--- config.mk ---
export PLATFORM = sky130hd
export DESIGN_NAME = load_store_unit_flat
export DESIGN_NICKNAME = d
export VERILOG_FILES = /design/src/rtl/load_store_unit.sv /design/src/rtl/load_store_unit_if.sv /design/src/flat_wrapper.sv
export SDC_FILE = /design/constraint.sdc
export NUM_CORES = 1
export LEC_CHECK = 0
export ABC_CLOCK_PERIOD_IN_PS = 2400
export BUFFER_PORTS_ARGS = -buffer_cell sky130_fd_sc_hd__buf_4
export CAP_MARGIN = 0
export CORE_MARGIN = 5
export CORE_UTILIZATION = 52
export CTS_BUF_LIST = sky130_fd_sc_hd__clkbuf_4
export DETAILED_ROUTE_END_ITERATION = 10
export GPL_ROUTABILITY_DRIVEN = 0
export PLACE_DENSITY_LB_ADDON = 0.15
export REMOVE_ABC_BUFFERS = 1
export SYNTH_ARGS = -nofsm -noshare
export SYNTH_HDL_FRONTEND = slang
export SYNTH_SLANG_ARGS = --single-unit
--- constraint.sdc ---
create_clock -name clk_i -period 2.4 [get_ports clk_i]
set_input_delay 0.48 -clock clk_i [delete_from_list [all_inputs] [get_ports clk_i]]
set_output_delay 0.48 -clock clk_i [all_outputs]
set_load 0.01 [all_outputs]
--- src/rtl/load_store_unit.sv ---
// Shared architectural constants for the core.
// Latency: n/a.
// Backpressure: n/a.
package riscv_pkg;
    localparam int XLEN = 32;
endpackage

// Byte/half/word load-store unit over a word-organised memory, splitting misaligned accesses in two.
// Latency: aligned 3 cycles handshake-to-resp_valid_o, split 5, rejected request 1 (plus memory stalls).
// Backpressure: one request in flight (req_ready_o only in IDLE); waits on mem_gnt_i/mem_rvalid_i; no response stall.
module load_store_unit #(
    parameter int XLEN      = riscv_pkg::XLEN,
    parameter int MEM_BYTES = 8192
) (
    input  logic              clk_i,
    input  logic              rst_ni,
    load_store_unit_if.slave  bus
);

    typedef enum logic [2:0] {
        IDLE  = 3'd0,
        REQ0  = 3'd1,
        WAIT0 = 3'd2,
        REQ1  = 3'd3,
        WAIT1 = 3'd4,
        RESP  = 3'd5
    } state_t;

    // request as captured on the handshake
    typedef struct packed {
        logic            we;
        logic            sign_ext;
        logic [1:0]      size;
        logic [XLEN-1:0] addr;
        logic [XLEN-1:0] wdata;
    } lsu_req_t;

    // one bit wider than the address so that addr + nbytes never wraps
    localparam logic [XLEN:0] MEM_LIMIT = (XLEN+1)'(MEM_BYTES);

    state_t          state_q, state_d;
    lsu_req_t        req_q, req_d;
    logic            split_q, split_d;
    logic [XLEN-1:0] word0_q, word0_d;
    logic [XLEN-1:0] word1_q, word1_d;
    logic [XLEN-1:0] rdata_q, rdata_d;
    logic            err_q, err_d;

    // incoming request decode
    logic [2:0]      in_nbytes;
    logic            in_split;
    logic [XLEN:0]   in_end;
    logic            in_err;

    // lane placement of the captured request
    logic [3:0]        mask;
    logic [7:0]        be_wide;
    logic [2*XLEN-1:0] wdata_wide;
    logic [XLEN-1:0]   word_addr;
    logic [XLEN-1:0]   word_addr_next;

    // memory-side drive
    logic            mem_req;
    logic            mem_we;
    logic [XLEN-1:0] mem_addr;
    logic [3:0]      mem_be;
    logic [XLEN-1:0] mem_wdata;

    // Pick the addressed bytes out of the {word1,word0} pair and extend them to XLEN.
    function automatic logic [XLEN-1:0] load_extract(
        input logic [2*XLEN-1:0] pair,
        input logic [1:0]        off,
        input logic [1:0]        size,
        input logic              sext
    );
        logic [2*XLEN-1:0] sh;
        logic [XLEN-1:0]   res;
        sh = pair >> {off, 3'b000};
        unique case (size)
            2'b00:   res = {{(XLEN-8){sext & sh[7]}}, sh[7:0]};
            2'b01:   res = {{(XLEN-16){sext & sh[15]}}, sh[15:0]};
            default: res = sh[XLEN-1:0];
        endcase
        return res;
    endfunction

    // Size, split and range check of the request currently offered by the core.
    always_comb begin
        unique case (bus.req_size_i)
            2'b00:   in_nbytes = 3'd1;
            2'b01:   in_nbytes = 3'd2;
            default: in_nbytes = 3'd4;
        endcase
        in_split = ({1'b0, bus.req_addr_i[1:0]} + in_nbytes) > 3'd4;
        in_end   = {1'b0, bus.req_addr_i} + {{(XLEN-2){1'b0}}, in_nbytes};
        in_err   = (bus.req_size_i == 2'b11) || (in_end > MEM_LIMIT);
    end

    // Byte enables and write data shifted into lanes across the two-word window.
    always_comb begin
        unique case (req_q.size)
            2'b00:   mask = 4'b0001;
            2'b01:   mask = 4'b0011;
            default: mask = 4'b1111;
        endcase
        be_wide        = {4'b0000, mask} << req_q.addr[1:0];
        wdata_wide     = {{XLEN{1'b0}}, req_q.wdata} << {req_q.addr[1:0], 3'b000};
        word_addr      = {req_q.addr[XLEN-1:2], 2'b00};
        word_addr_next = word_addr + XLEN'(4);
    end

    // Next-state, captured data and memory drive; memory outputs stay 0 unless requesting.
    always_comb begin
        state_d   = state_q;
        req_d     = req_q;
        split_d   = split_q;
        word0_d   = word0_q;
        word1_d   = word1_q;
        rdata_d   = rdata_q;
        err_d     = err_q;
        mem_req   = 1'b0;
        mem_we    = 1'b0;
        mem_addr  = '0;
        mem_be    = 4'b0000;
        mem_wdata = '0;

        unique case (state_q)
            IDLE: begin
                if (bus.req_valid_i) begin
                    req_d.we       = bus.req_we_i;
                    req_d.sign_ext = bus.req_sign_ext_i;
                    req_d.size     = bus.req_size_i;
                    req_d.addr     = bus.req_addr_i;
                    req_d.wdata    = bus.req_wdata_i;
                    split_d        = in_split;
                    word0_d        = '0;
                    word1_d        = '0;
                    rdata_d        = '0;
                    err_d          = in_err;
                    // a rejected request never touches memory
                    state_d        = in_err ? RESP : REQ0;
                end
            end
            REQ0: begin
                mem_req   = 1'b1;
                mem_we    = req_q.we;
                mem_addr  = word_addr;
                mem_be    = be_wide[3:0];
                mem_wdata = wdata_wide[XLEN-1:0];
                if (bus.mem_gnt_i) begin
                    state_d = WAIT0;
                end
            end
            WAIT0: begin
                if (bus.mem_rvalid_i) begin
                    word0_d = bus.mem_rdata_i;
                    if (split_q) begin
                        state_d = REQ1;
                    end else begin
                        // word1 is still the zero cleared at the handshake
                        rdata_d = req_q.we ? '0
                                : load_extract({word1_d, word0_d}, req_q.addr[1:0],
                                               req_q.size, req_q.sign_ext);
                        state_d = RESP;
                    end
                end
            end
            REQ1: begin
                mem_req   = 1'b1;
                mem_we    = req_q.we;
                mem_addr  = word_addr_next;
                mem_be    = be_wide[7:4];
                mem_wdata = wdata_wide[2*XLEN-1:XLEN];
                if (bus.mem_gnt_i) begin
                    state_d = WAIT1;
                end
            end
            WAIT1: begin
                if (bus.mem_rvalid_i) begin
                    word1_d = bus.mem_rdata_i;
                    rdata_d = req_q.we ? '0
                            : load_extract({word1_d, word0_d}, req_q.addr[1:0],
                                           req_q.size, req_q.sign_ext);
                    state_d = RESP;
                end
            end
            RESP: begin
                state_d = IDLE;
            end
            default: begin
                state_d = IDLE;
            end
        endcase
    end

    // State and captured request/response registers; reset drops any access in flight.
    always_ff @(posedge clk_i or negedge rst_ni) begin
        if (!rst_ni) begin
            state_q <= IDLE;
            req_q   <= '0;
            split_q <= 1'b0;
            word0_q <= '0;
            word1_q <= '0;
            rdata_q <= '0;
            err_q   <= 1'b0;
        end else begin
            state_q <= state_d;
            req_q   <= req_d;
            split_q <= split_d;
            word0_q <= word0_d;
            word1_q <= word1_d;
            rdata_q <= rdata_d;
            err_q   <= err_d;
        end
    end

    assign bus.req_ready_o  = (state_q == IDLE);
    assign bus.resp_valid_o = (state_q == RESP);
    assign bus.resp_rdata_o = rdata_q;
    assign bus.resp_err_o   = err_q;
    assign bus.mem_req_o    = mem_req;
    assign bus.mem_we_o     = mem_we;
    assign bus.mem_addr_o   = mem_addr;
    assign bus.mem_be_o     = mem_be;
    assign bus.mem_wdata_o  = mem_wdata;

endmodule

--- src/rtl/load_store_unit_if.sv ---
// Core request/response channel and word-memory channel of the load/store unit.
// Latency: none (signal bundle only).
// Backpressure: req_ready_o toward the core, mem_gnt_i from memory; responses are never stalled.
interface load_store_unit_if #(
    parameter int XLEN = 32
);
    // core side
    logic            req_valid_i;
    logic            req_ready_o;
    logic            req_we_i;
    logic [XLEN-1:0] req_addr_i;
    logic [XLEN-1:0] req_wdata_i;
    logic [1:0]      req_size_i;
    logic            req_sign_ext_i;
    logic            resp_valid_o;
    logic [XLEN-1:0] resp_rdata_o;
    logic            resp_err_o;

    // word-memory side
    logic            mem_req_o;
    logic            mem_we_o;
    logic [XLEN-1:0] mem_addr_o;
    logic [3:0]      mem_be_o;
    logic [XLEN-1:0] mem_wdata_o;
    logic            mem_gnt_i;
    logic            mem_rvalid_i;
    logic [XLEN-1:0] mem_rdata_i;

    // view taken by the load/store unit itself
    modport slave (
        input  req_valid_i, req_we_i, req_addr_i, req_wdata_i, req_size_i, req_sign_ext_i,
        input  mem_gnt_i, mem_rvalid_i, mem_rdata_i,
        output req_ready_o, resp_valid_o, resp_rdata_o, resp_err_o,
        output mem_req_o, mem_we_o, mem_addr_o, mem_be_o, mem_wdata_o
    );

    // view taken by the surrounding core and memory
    modport master (
        output req_valid_i, req_we_i, req_addr_i, req_wdata_i, req_size_i, req_sign_ext_i,
        output mem_gnt_i, mem_rvalid_i, mem_rdata_i,
        input  req_ready_o, resp_valid_o, resp_rdata_o, resp_err_o,
        input  mem_req_o, mem_we_o, mem_addr_o, mem_be_o, mem_wdata_o
    );
endinterface

--- src/flat_wrapper.sv ---
// flat-port wrapper written by rule: the top's interface ports become plain ports
module load_store_unit_flat 
#(
    parameter int XLEN      = riscv_pkg::XLEN,
    parameter int MEM_BYTES = 8192
)
  (clk_i, rst_ni, bus_req_valid_i, bus_req_we_i, bus_req_addr_i, bus_req_wdata_i, bus_req_size_i, bus_req_sign_ext_i, bus_mem_gnt_i, bus_mem_rvalid_i, bus_mem_rdata_i, bus_req_ready_o, bus_resp_valid_o, bus_resp_rdata_o, bus_resp_err_o, bus_mem_req_o, bus_mem_we_o, bus_mem_addr_o, bus_mem_be_o, bus_mem_wdata_o);
  load_store_unit_if #(.XLEN(XLEN)) bus_i ();
  input  logic clk_i;
  input  logic rst_ni;
  input wire logic [$bits(bus_i.req_valid_i)-1:0] bus_req_valid_i;
  input wire logic [$bits(bus_i.req_we_i)-1:0] bus_req_we_i;
  input wire logic [$bits(bus_i.req_addr_i)-1:0] bus_req_addr_i;
  input wire logic [$bits(bus_i.req_wdata_i)-1:0] bus_req_wdata_i;
  input wire logic [$bits(bus_i.req_size_i)-1:0] bus_req_size_i;
  input wire logic [$bits(bus_i.req_sign_ext_i)-1:0] bus_req_sign_ext_i;
  input wire logic [$bits(bus_i.mem_gnt_i)-1:0] bus_mem_gnt_i;
  input wire logic [$bits(bus_i.mem_rvalid_i)-1:0] bus_mem_rvalid_i;
  input wire logic [$bits(bus_i.mem_rdata_i)-1:0] bus_mem_rdata_i;
  output wire logic [$bits(bus_i.req_ready_o)-1:0] bus_req_ready_o;
  output wire logic [$bits(bus_i.resp_valid_o)-1:0] bus_resp_valid_o;
  output wire logic [$bits(bus_i.resp_rdata_o)-1:0] bus_resp_rdata_o;
  output wire logic [$bits(bus_i.resp_err_o)-1:0] bus_resp_err_o;
  output wire logic [$bits(bus_i.mem_req_o)-1:0] bus_mem_req_o;
  output wire logic [$bits(bus_i.mem_we_o)-1:0] bus_mem_we_o;
  output wire logic [$bits(bus_i.mem_addr_o)-1:0] bus_mem_addr_o;
  output wire logic [$bits(bus_i.mem_be_o)-1:0] bus_mem_be_o;
  output wire logic [$bits(bus_i.mem_wdata_o)-1:0] bus_mem_wdata_o;
  assign bus_i.req_valid_i = bus_req_valid_i;
  assign bus_i.req_we_i = bus_req_we_i;
  assign bus_i.req_addr_i = bus_req_addr_i;
  assign bus_i.req_wdata_i = bus_req_wdata_i;
  assign bus_i.req_size_i = bus_req_size_i;
  assign bus_i.req_sign_ext_i = bus_req_sign_ext_i;
  assign bus_i.mem_gnt_i = bus_mem_gnt_i;
  assign bus_i.mem_rvalid_i = bus_mem_rvalid_i;
  assign bus_i.mem_rdata_i = bus_mem_rdata_i;
  assign bus_req_ready_o = bus_i.req_ready_o;
  assign bus_resp_valid_o = bus_i.resp_valid_o;
  assign bus_resp_rdata_o = bus_i.resp_rdata_o;
  assign bus_resp_err_o = bus_i.resp_err_o;
  assign bus_mem_req_o = bus_i.mem_req_o;
  assign bus_mem_we_o = bus_i.mem_we_o;
  assign bus_mem_addr_o = bus_i.mem_addr_o;
  assign bus_mem_be_o = bus_i.mem_be_o;
  assign bus_mem_wdata_o = bus_i.mem_wdata_o;
  load_store_unit #(.XLEN(XLEN), .MEM_BYTES(MEM_BYTES)) u_core (.clk_i(clk_i), .rst_ni(rst_ni), .bus(bus_i));
endmodule
# After elaboration in Yosys (flattened, before gate mapping)
# Index checks and enable logic that the tools add are counted.
[totals] reg_bits=169 inputBits=105 output_inout_bits=105 wordCells=78
[op_classes] add_sub_neg=3 magnitude_cmp=2 eq_ne=14 shifts=4 muxes=27 bitwise_logic=4 n_reduce_logical=13
[op_table] cell="one-hot mux 32 bit (2 select lines)" count=6
[op_table] cell="2-to-1 mux 32 bit" count=7
[op_table] cell="right shift 64 x 5 -> 32 bit" count=2
[op_table] cell="one-hot mux 32 bit (3 select lines)" count=1
[op_table] cell="<< shifter 32 x 5 -> 64 bit" count=1
[op_table] cell="adder 32 x 3 -> 33 bit" count=1
[op_table] cell="greater-than comparator 33 x 14 -> 1 bit (second input constant)" count=1
[op_table] cell="adder 32 x 3 -> 32 bit (second input constant)" count=1
[op_table] cell="2-to-1 mux 3 bit" count=7
[op_table] cell="one-hot mux 4 bit (2 select lines)" count=2
[op_table] cell="one-hot mux 3 bit (5 select lines)" count=1
[op_table] cell="!= test 2 bit (second input constant)" count=6
[op_table] cell="AND reduction 5 bit" count=2
[op_table] cell="<< shifter 4 x 2 -> 8 bit" count=1
[op_table] cell="== test 3 x 2 -> 1 bit (second input constant)" count=2
[op_table] cell="== test 3 bit (second input constant)" count=2
[op_table] cell="one-hot mux 3 bit (2 select lines)" count=1
[op_table] cell="AND reduction 3 bit" count=2
[op_table] cell="AND 1 bit" count=4
[op_table] cell="== test 2 x 1 -> 1 bit (second input constant)" count=2
[op_table] cell="logical NOT 2 bit" count=2
[op_table] cell="nonzero test 2 bit" count=2
[op_table] cell="adder 2 x 3 -> 3 bit" count=1
[op_table] cell="== test 3 x 1 -> 1 bit (second input constant)" count=1
[op_table] cell="other kinds (8)" count=9

# Logic depth before layout (Yosys ltp)
# Gate-level depths: netlist (run 1).
[logic_depth] ltp_word=8 depth_mapped=13 ltp_nobuf=12

# Least setup slack after synthesis (run 1)
# No wires, ideal clock.
[synth_path] path_type="in2reg" from="in bus_req_size_i[1]" to="reg u_core.state_q[2]" setup_ns=0.124 arrival_ns=2.813 t_required_ns=2.276 slack_ns=-0.537 stages=12 n_path_buf=0 path_cell_list="nor2_1 -> ha_1 -> inv_1 -> fa_1 -> nor2b_2 -> o21ai_0 -> a211o_2 -> a221oi_1 -> o211ai_1 -> o21ai_0 -> a41oi_1 -> a211o_1"
[synth_between] elab_chain_len=8 elab_cells_between_ends=10 classes_between="1 x add/sub; 1 x order compare; 2 x eq/ne; 4 x mux; 2 x reduce/logical"
[synth_lines] item="start, declared" line_no="flat_wrapper.sv:15" rtl="input wire logic [$bits(bus_i.req_size_i)-1:0] bus_req_size_i;"
[synth_lines] item="== test 2 x 1 -> 1 bit or logical NOT 2 bit (tied branches)" line_no="load_store_unit.sv:89" rtl="unique case (bus.req_size_i)"
[synth_lines] item="one-hot mux 3 bit (2 select lines)" line_no="load_store_unit.sv:89"
[synth_lines] item="adder 32 x 3 -> 33 bit" line_no="load_store_unit.sv:95" rtl="in_end = {1'b0, bus.req_addr_i} + {{(XLEN-2){1'b0}}, in_nbytes};"
[synth_lines] item="greater-than comparator 33 x 14 -> 1 bit" line_no="load_store_unit.sv:96" rtl="in_err = (bus.req_size_i == 2'b11) || (in_end > MEM_LIMIT);"
[synth_lines] item="logical OR 1 bit (*)" line_no="load_store_unit.sv:96"
[synth_lines] item="2-to-1 mux 3 bit (*)" line_no="load_store_unit.sv:141" rtl="state_d = in_err ? RESP : REQ0;"
[synth_lines] item="2-to-1 mux 3 bit (*)" line_no="load_store_unit.sv:129" rtl="if (bus.req_valid_i) begin"
[synth_lines] item="one-hot mux 3 bit (5 select lines) (*)" line_no="load_store_unit.sv:127" rtl="unique case (state_q)"
[synth_lines] item="end signal, assigned" line_no="load_store_unit.sv:207" rtl="state_q <= state_d;"
[synth_lines] item="end, declared" line_no="load_store_unit.sv:41" rtl="state_t state_q, state_d;"
# Mark *: on every way between the ends. The rest lies on a longest branch, timed or not. The select of a mux whose other input is x is not followed.
# A chain may end at the register's enable or synchronous reset.

# Worst setup path after layout (run 1)
[layout_path] from="reg u_core.req_q[35] (netlist bit)" to="out bus_mem_addr_o[20]"
[layout_between] elab_chain_len=2
[layout_lines] item="start, declared" line_no="load_store_unit.sv:42" rtl="lsu_req_t req_q, req_d;"
[layout_lines] item="start signal, assigned" line_no="load_store_unit.sv:208" rtl="req_q <= req_d;"
[layout_lines] item="adder 32 x 3 -> 32 bit" line_no="load_store_unit.sv:109" rtl="word_addr_next = word_addr + XLEN'(4);"
[layout_lines] item="one-hot mux 32 bit (2 select lines)" line_no="load_store_unit.sv:127"
[layout_lines] item="end, declared" line_no="flat_wrapper.sv:26" rtl="output wire logic [$bits(bus_i.mem_addr_o)-1:0] bus_mem_addr_o;"
# Every way passes these cells.

==> results.yml, run 1 <==
global_routing:
  antenna_found_initial: 1
  overflow: 0
  grt_pass1_vias: 10200
  grt_first_pass_wirelength_um: 52500
  grt.total_usage: 0.291
  grt_max_degree: 62
yosys:
  synth-edff-count: 0
  synth_top_area_cell: "dfrtp_1"
  yosys_register_bits: 161
  synth_area_mm2: 0.0102
  synth.distinct_cells: 68
  syn_inst: 1155
  synth_top_cell_area_share: 0.395
  synthTopCellsByArea: "dfrtp_1 (40%), nand2_1 (9.5%), mux2i_1 (6.6%)"
  ys_warn_count: 0
  synthArstFlopShare: 1.00
  synth-main-ff-cell: "dfrtp_1"
  syn_avg_cell_area_um2: 8.82
  seq_area_frac_synth: 0.395
pwr:
  leakage_uw: 0.00656
  power_density_mw_per_mm2: 1220
  ir_drop_uv: 709
timing:
  worstMarginPinSlew_ps: 537
  fin_worst_skew_ps: 23.6
  finalSetupViolCount: 75
  drv_slew: 0
  fin_crit_ps: 2860
  max_slew_margin: 0.642
  rsz0062_at_grt: "yes"
  hold_viol_final: 0
  setup_slack_ps: -463
  max_freq_ghz: 0.349
  finalSetupTns_ps: -14900
  period_share: 1.19
die:
  die_w_um: 150
  core-area_mm2: 0.0194
  die_y_um: 150
  start_util: 0.525
  rows: 51
  dieArea_mm2: 0.0225
  io_pins: 210
place:
  port_buffers: 207
  hpwlAfterDp_um: 22500
drt:
  first_iter_violations: 982
  wl_um: 34000
  drcViolationCount: 0
  routedWlPerCell_um: 19.8
  viasPerCell: 6.07
  ant_nets: 0
  vias: 10400
  dr.pass1.iters: 5
critical_path:
  cp_top_family: "simple AND/OR/NAND/NOR gates"
  crit_fanout: 6
  cp-end-kind: "primary output"
  cp.buffers_inverters: 2
  cp.required_ps: 1920
  slowest_delay_ps: 430
  crit_top_cell: "buf_4"
  worstSetupStartpointType: "register"
  critPathKind: "reg2out"
  path_cells: "ha_2 -> and3_4 -> nand3_4 -> nor2_4 -> buf_4 -> nand2_1 -> xor2_1 -> nor2_1 -> buf_4"
  crit_slowest_cell: "dfrtp_1"
  cp.arrival_ps: 2380
cts:
  cts.path.max_buffers: 2
  clk_pin_slew_ps: 150
  cts_root_buf: "clkbuf_4"
  clk_latency_ps: 570
  cts.sinks: 161
  numCtsBuffers: 17
  cts_tree: "built"
  htreeDepth: 4
hold_path:
  holdCritPathClass: "in2reg"
cells_and_area:
  nFillCells: 1467
  mostFrequentLayoutCells: "buf_4 (298), nand2_1 (249), dfrtp_1 (158), a22o_1 (64), mux2i_1 (63)"
  seqCellArea_mm2: 0.00404
  multi_input_area_mm2: 0.00644
  drive_above_1_share: 0.392
  utilization: 0.731
  area_growth_pct: 39.1
  nNetsFinal: 1547
  final_common_cell: "buf_4"
job:
  drv_cap: 0
status:
  violations: "negative setup slack"
  status: "finished, violations left"
-- worst paths after layout --
kind | from | end | cells past startpoint | slack, ps
min in group asynchronous | rst_ni | u_core.word1_q[22] | 2 | 440
worst max register to register | u_core.req_q[33] | u_core.bus.resp_rdata_o[18] | 10 | -170
worst max-delay path | u_core.req_q[35] | bus_mem_addr_o[20] | 9 | -460
worst min-delay path | bus_req_wdata_i[18] | u_core.req_q[18] | 3 | 80
worst min register to register | u_core.bus.resp_err_o | u_core.bus.resp_err_o | 1 | 510
max in group asynchronous | rst_ni | u_core.req_q[32] | 3 | 1310
-- stage by stage --
step           setup slack, ps  power [µW]  instance area, µm²  instances  hold WS (ps)
2_1_floorplan            -2980       10100                9820       1067           184
3_3_place_gp              -712       13300               12600       1641           476
3_5_place_dp              -785       13600               12600       1641           480
4_1_cts                   -415       16400               13700       1702          58.3
5_1_grt                   -571       18300               14200       1716          48.3
6_report                  -463       17300               14200       1716          78.7
-- kinds of logic after synthesis --
logic type / after synthesis / synth area share
XOR/XNOR: 33 / 0.0284
other: 1 / 0.000368
buffers and inverters: 101 / 0.0414
AND/OR/NAND/NOR: 450 / 0.196
multiplexers: 103 / 0.122
AO/OA/AOI/OAI: 301 / 0.209
adder cells (fa/ha/maj): 5 / 0.00688
flip-flops: 161 / 0.395
-- routing by layer --
layer | share of wire | track usage
met2 | 0.48 | 0.479
met3 | 0.081 | 0.0624
met1 | 0.41 | 0.388
met4 | 0.024 | 0.0883
met5 | 0 | 0
-- synthesized netlist by cell type, types with 17 or more instances --
library cell and count:
a211oi_1 23, a21oi_1 74, a22o_1 64, and3_1 17, clkbuf_1 63, dfrtp_1 161, mux2_2 21, mux2i_1 67
nand2_1 259, nand3_1 23, nor2_1 71, o21ai_0 46, o22ai_1 17, xor2_1 22
-- layout make-up --
cell class,count,area share
flip-flops and latches,161,0.285
repair buffers,350,0.211
multi-input cells,895,0.454
diodes,1,0.000177
clock buffers,17,0.00900
clock inverters,15,0.0135
inverters,12,0.00406
well taps,265,0.0234
-- power breakdown --
group | switching (µW) | internal, µW | total, µW
Sequential | 1140 | 3930 | 5070
Combinational | 5510 | 4840 | 10400
Clock | 1020 | 822 | 1840
Total | 7670 | 9590 | 17300
-- state kept, by name (all words and copies together) (netlist names) --
name	count
u_core.bus.resp_err_o	1
u_core.word0_q	32
u_core.word1_q	24
u_core.split_q	1
u_core.req_q	68
u_core.state_q	3
u_core.bus.resp_rdata_o	32
-- worst register-to-register path, delay by kind of cell (launching register included) --
kind	cells	cell delay, ps
multiplexers	2	770
AO/OA/AOI/OAI	4	530
flip-flops	1	520
buffers and inverters	3	480
AND/OR/NAND/NOR	1	170
-- what timing repair did --
action / in CTS / in global routing
hold endpoints to repair: 50 / 0
buffers inserted: 27 / 14
pin swaps: 42 / 62
resized for setup: 108 / 109
hold buffers: 1 / 0
endpoints found under the setup margin: 69 / 99
gates cloned: 3 / 1
(Power assumes the default switching activity.)
==> run 2: changes to the inputs <==
Settings changed: ABC_AREA from default to 1.
==> run 2 against run 1 <==
Maximum frequency shrank 11%. Worst hold slack gained 33 ps. Critical path type unchanged. Sequential power shrank 7.3%. Power grew 4.8%. Global-route usage grew 1.6 points. Clock power shrank 13%. Core utilization shrank 0.80 points. Setup slack lost 350 ps. Sequential share of layout area shrank 1.8 points. The flow still finishes with violations (negative setup slack).
==> results.yml, run 2 <==
status:
  status: "finished, violations left"
  violations: "negative setup slack"
critical_path:
  slowest_delay_ps: 430
  rr_endpoint: "u_core.bus.resp_rdata_o[13]"
  worstSetupStartpointType: "register"
  crit_fanout: 3
  reg2reg_from: "u_core.state_q[1]"
  crit_slowest_cell: "dfrtp_1"
  critPathKind: "reg2out"
  r2r_slack_ps: 70
  cp.arrival_ps: 2730
  cp.required_ps: 1920
  path_cells: "ha_4 -> nand2_4 -> buf_6 -> nor2_4 -> nand2_2 -> nor2_2 -> nand4_1 -> inv_1 -> nand4_1 -> nor4_2 -> o21ai_1 -> a21oi_1 -> buf_4"
  r2r_cells: 16
  crit_top_cell: "nand4_1"
  cp-end-kind: "primary output"
pwr:
  p_int_uw: 9070
  p_sw_frac: 0.499
  seqPwrFrac: 0.260
  power_switching_uw: 9030
  power_frac_clock: 0.088
  ir_drop_uv: 620
  pwr-share-comb: 0.652
  leakage_uw: 0.00744
  power_density_mw_per_mm2: 1200
  p_total_uw: 18100
timing:
  hold_viol_final: 0
  fin_crit_ps: 3210
  worstMarginPinSlew_ps: 587
  setup_slack_ps: -809
  fin_worst_skew_ps: 27.9
  finalSetupTns_ps: -24280
  period_share: 1.34
  max_freq_ghz: 0.312
  finalSetupViolCount: 65
  drv_slew: 0
  rsz0062_at_grt: "yes"
  max_slew_margin: 0.609
cells_and_area:
  drive_above_1_share: 0.305
  nNetsFinal: 2027
  top_register: "u_core.req_q"
  utilization: 0.723
  final_common_cell: "nand2_1"
  design_area_mm2: 0.0151
  area_growth_pct: 36.9
  mostFrequentLayoutCells: "nand2_1 (420), buf_4 (311), o21ai_0 (174), inv_1 (171), dfrtp_1 (157)"
  nFillCells: 1651
  largest_reg_flops: 68
  multi_input_area_mm2: 0.00669
  seqCellArea_mm2: 0.00404
place:
  port_buffers: 207
  pre_cts_ws_ps: -490
  hpwlAfterDp_um: 26400
  place_area_mm2: 0.0135
global_routing:
  antenna_found_initial: 1
  grt_max_degree: 103
  grt.total_usage: 0.307
  grt_first_pass_wirelength_um: 60600
  overflow: 0
  grt_pass1_vias: 12200
yosys:
  synth_top_cell_area_share: 0.364
  synth_top_area_cell: "dfrtp_1"
  synth-main-ff-cell: "dfrtp_1"
  ys_warn_count: 0
  synthArstFlopShare: 1.00
  syn_inst: 1627
  yosysMostFrequentCell: "nand2_1"
  seq_area_frac_synth: 0.364
  synth_common_cells: "nand2_1 (436), o21ai_0 (219), inv_1 (181)"
  synth_area_mm2: 0.0111
  synthTopCellsByArea: "dfrtp_1 (36%), nand2_1 (15%), o21ai_0 (9.9%)"
  synth.distinct_cells: 50
  synth-edff-count: 0
  yosys_register_bits: 161
  syn_avg_cell_area_um2: 6.80
drt:
  routedWlPerCell_um: 18.1
  wl_um: 39900
  top_signal_layer_used: "met4"
  wl_met2_um: 19000
  vias: 13000
  wl_met1_um: 15300
  drcViolationCount: 0
  viasPerCell: 5.90
  dr.pass1.iters: 6
  first_iter_violations: 1447
  dr_wl_met3_um: 3710
  ant_nets: 0
cts:
  numCtsBuffers: 17
  cts_root_buf: "clkbuf_4"
  clk_pin_slew_ps: 150
  clk_latency_ps: 590
  cts_tree: "built"
  htreeDepth: 4
  cts.path.max_buffers: 2
  cts.sinks: 161
die:
  start_util: 0.528
  core-area_mm2: 0.0210
  die_w_um: 156
  dieArea_mm2: 0.0243
  die_y_um: 156
  rows: 53
  io_pins: 210
hold_path:
  holdPathStages: 2
  holdCritPathClass: "in2reg"
  worstHoldStart: "bus_req_wdata_i[6]"
  hold_end: "u_core.req_q[6]"
job:
  drv_cap: 0
[run 2: layout make-up]
type	instances	share of cell area
multi-input combinational	1181	0.442
clock inverter	14	0.00851
clock buffer	18	0.00892
timing repair buffer	364	0.201
inverter	191	0.0502
antenna	1	0.000165
sequential	161	0.267
timing repair inverter	1	0.000496
tap	275	0.0227
[run 2: timing repair]
| item | in CTS | in global routing |
|---|---|---|
| buffers inserted | 32 | 18 |
| setup endpoints to repair | 66 | 102 |
| pin swaps | 27 | 37 |
| hold buffers | 1 | 0 |
| cloned | 3 | 0 |
| endpoints found under the hold margin | 53 | 0 |
| gates resized for setup | 166 | 133 |
[run 2: worst max-delay path: cells and delay by family, from the launching register on]
kind            cells  cell delay [ps]
flops               1              430
simple gates        7              920
fa+ha+maj           1              170
buf+inv             3              380
compound gates      2              260
[run 2: through the flow]
| step | hold WS, ps | std cells |
|---|---|---|
| 6_report | 111 | 2206 |
| 3_3_place_gp | 464 | 2128 |
| 3_5_place_dp | 467 | 2128 |
| 5_1_grt | 69.9 | 2206 |
| 4_1_cts | 74.7 | 2196 |
| 2_1_floorplan | 184 | 1533 |
[run 2: kinds of logic after synthesis]
group / synth area share
and+or+nand+nor: 0.260
other: 0.000339
AOI/OAI and AO/OA: 0.231
adders and majority gates: 0.00633
xor gates and xnor gates: 0.00396
DFF: 0.364
muxes: 0.0274
buffers and inverters: 0.107
[run 2: how the worst max path moves through the flow]
stage | depth (start not counted) | end | start
floorplan | 4 | bus_mem_wdata_o[1] | u_core.req_q[32]
global placement | 20 | u_core.state_q[2] | bus_req_size_i[1]
detailed placement | 19 | u_core.state_q[2] | bus_req_size_i[1]
CTS | 15 | bus_mem_addr_o[26] | u_core.req_q[35]
global route | 15 | bus_mem_addr_o[26] | u_core.req_q[34]
finish | 13 | bus_mem_addr_o[30] | u_core.req_q[34]
[run 2: routing by layer]
layer  vias up  GRT usage
li1       6025          -
met1      6069      0.394
met2       763      0.511
met3       161     0.0477
met4         0      0.145
met5         -          0
[run 2: power groups by stage]
stage | clock (µW) | combinational, µW | sequential [µW]
detailed placement | 0 | 9510 | 4700
floorplan | 0 | 5270 | 4910
global route | 1730 | 12700 | 4830
finish | 1600 | 11800 | 4700
CTS | 1610 | 10600 | 4610
global placement | 0 | 9330 | 4660
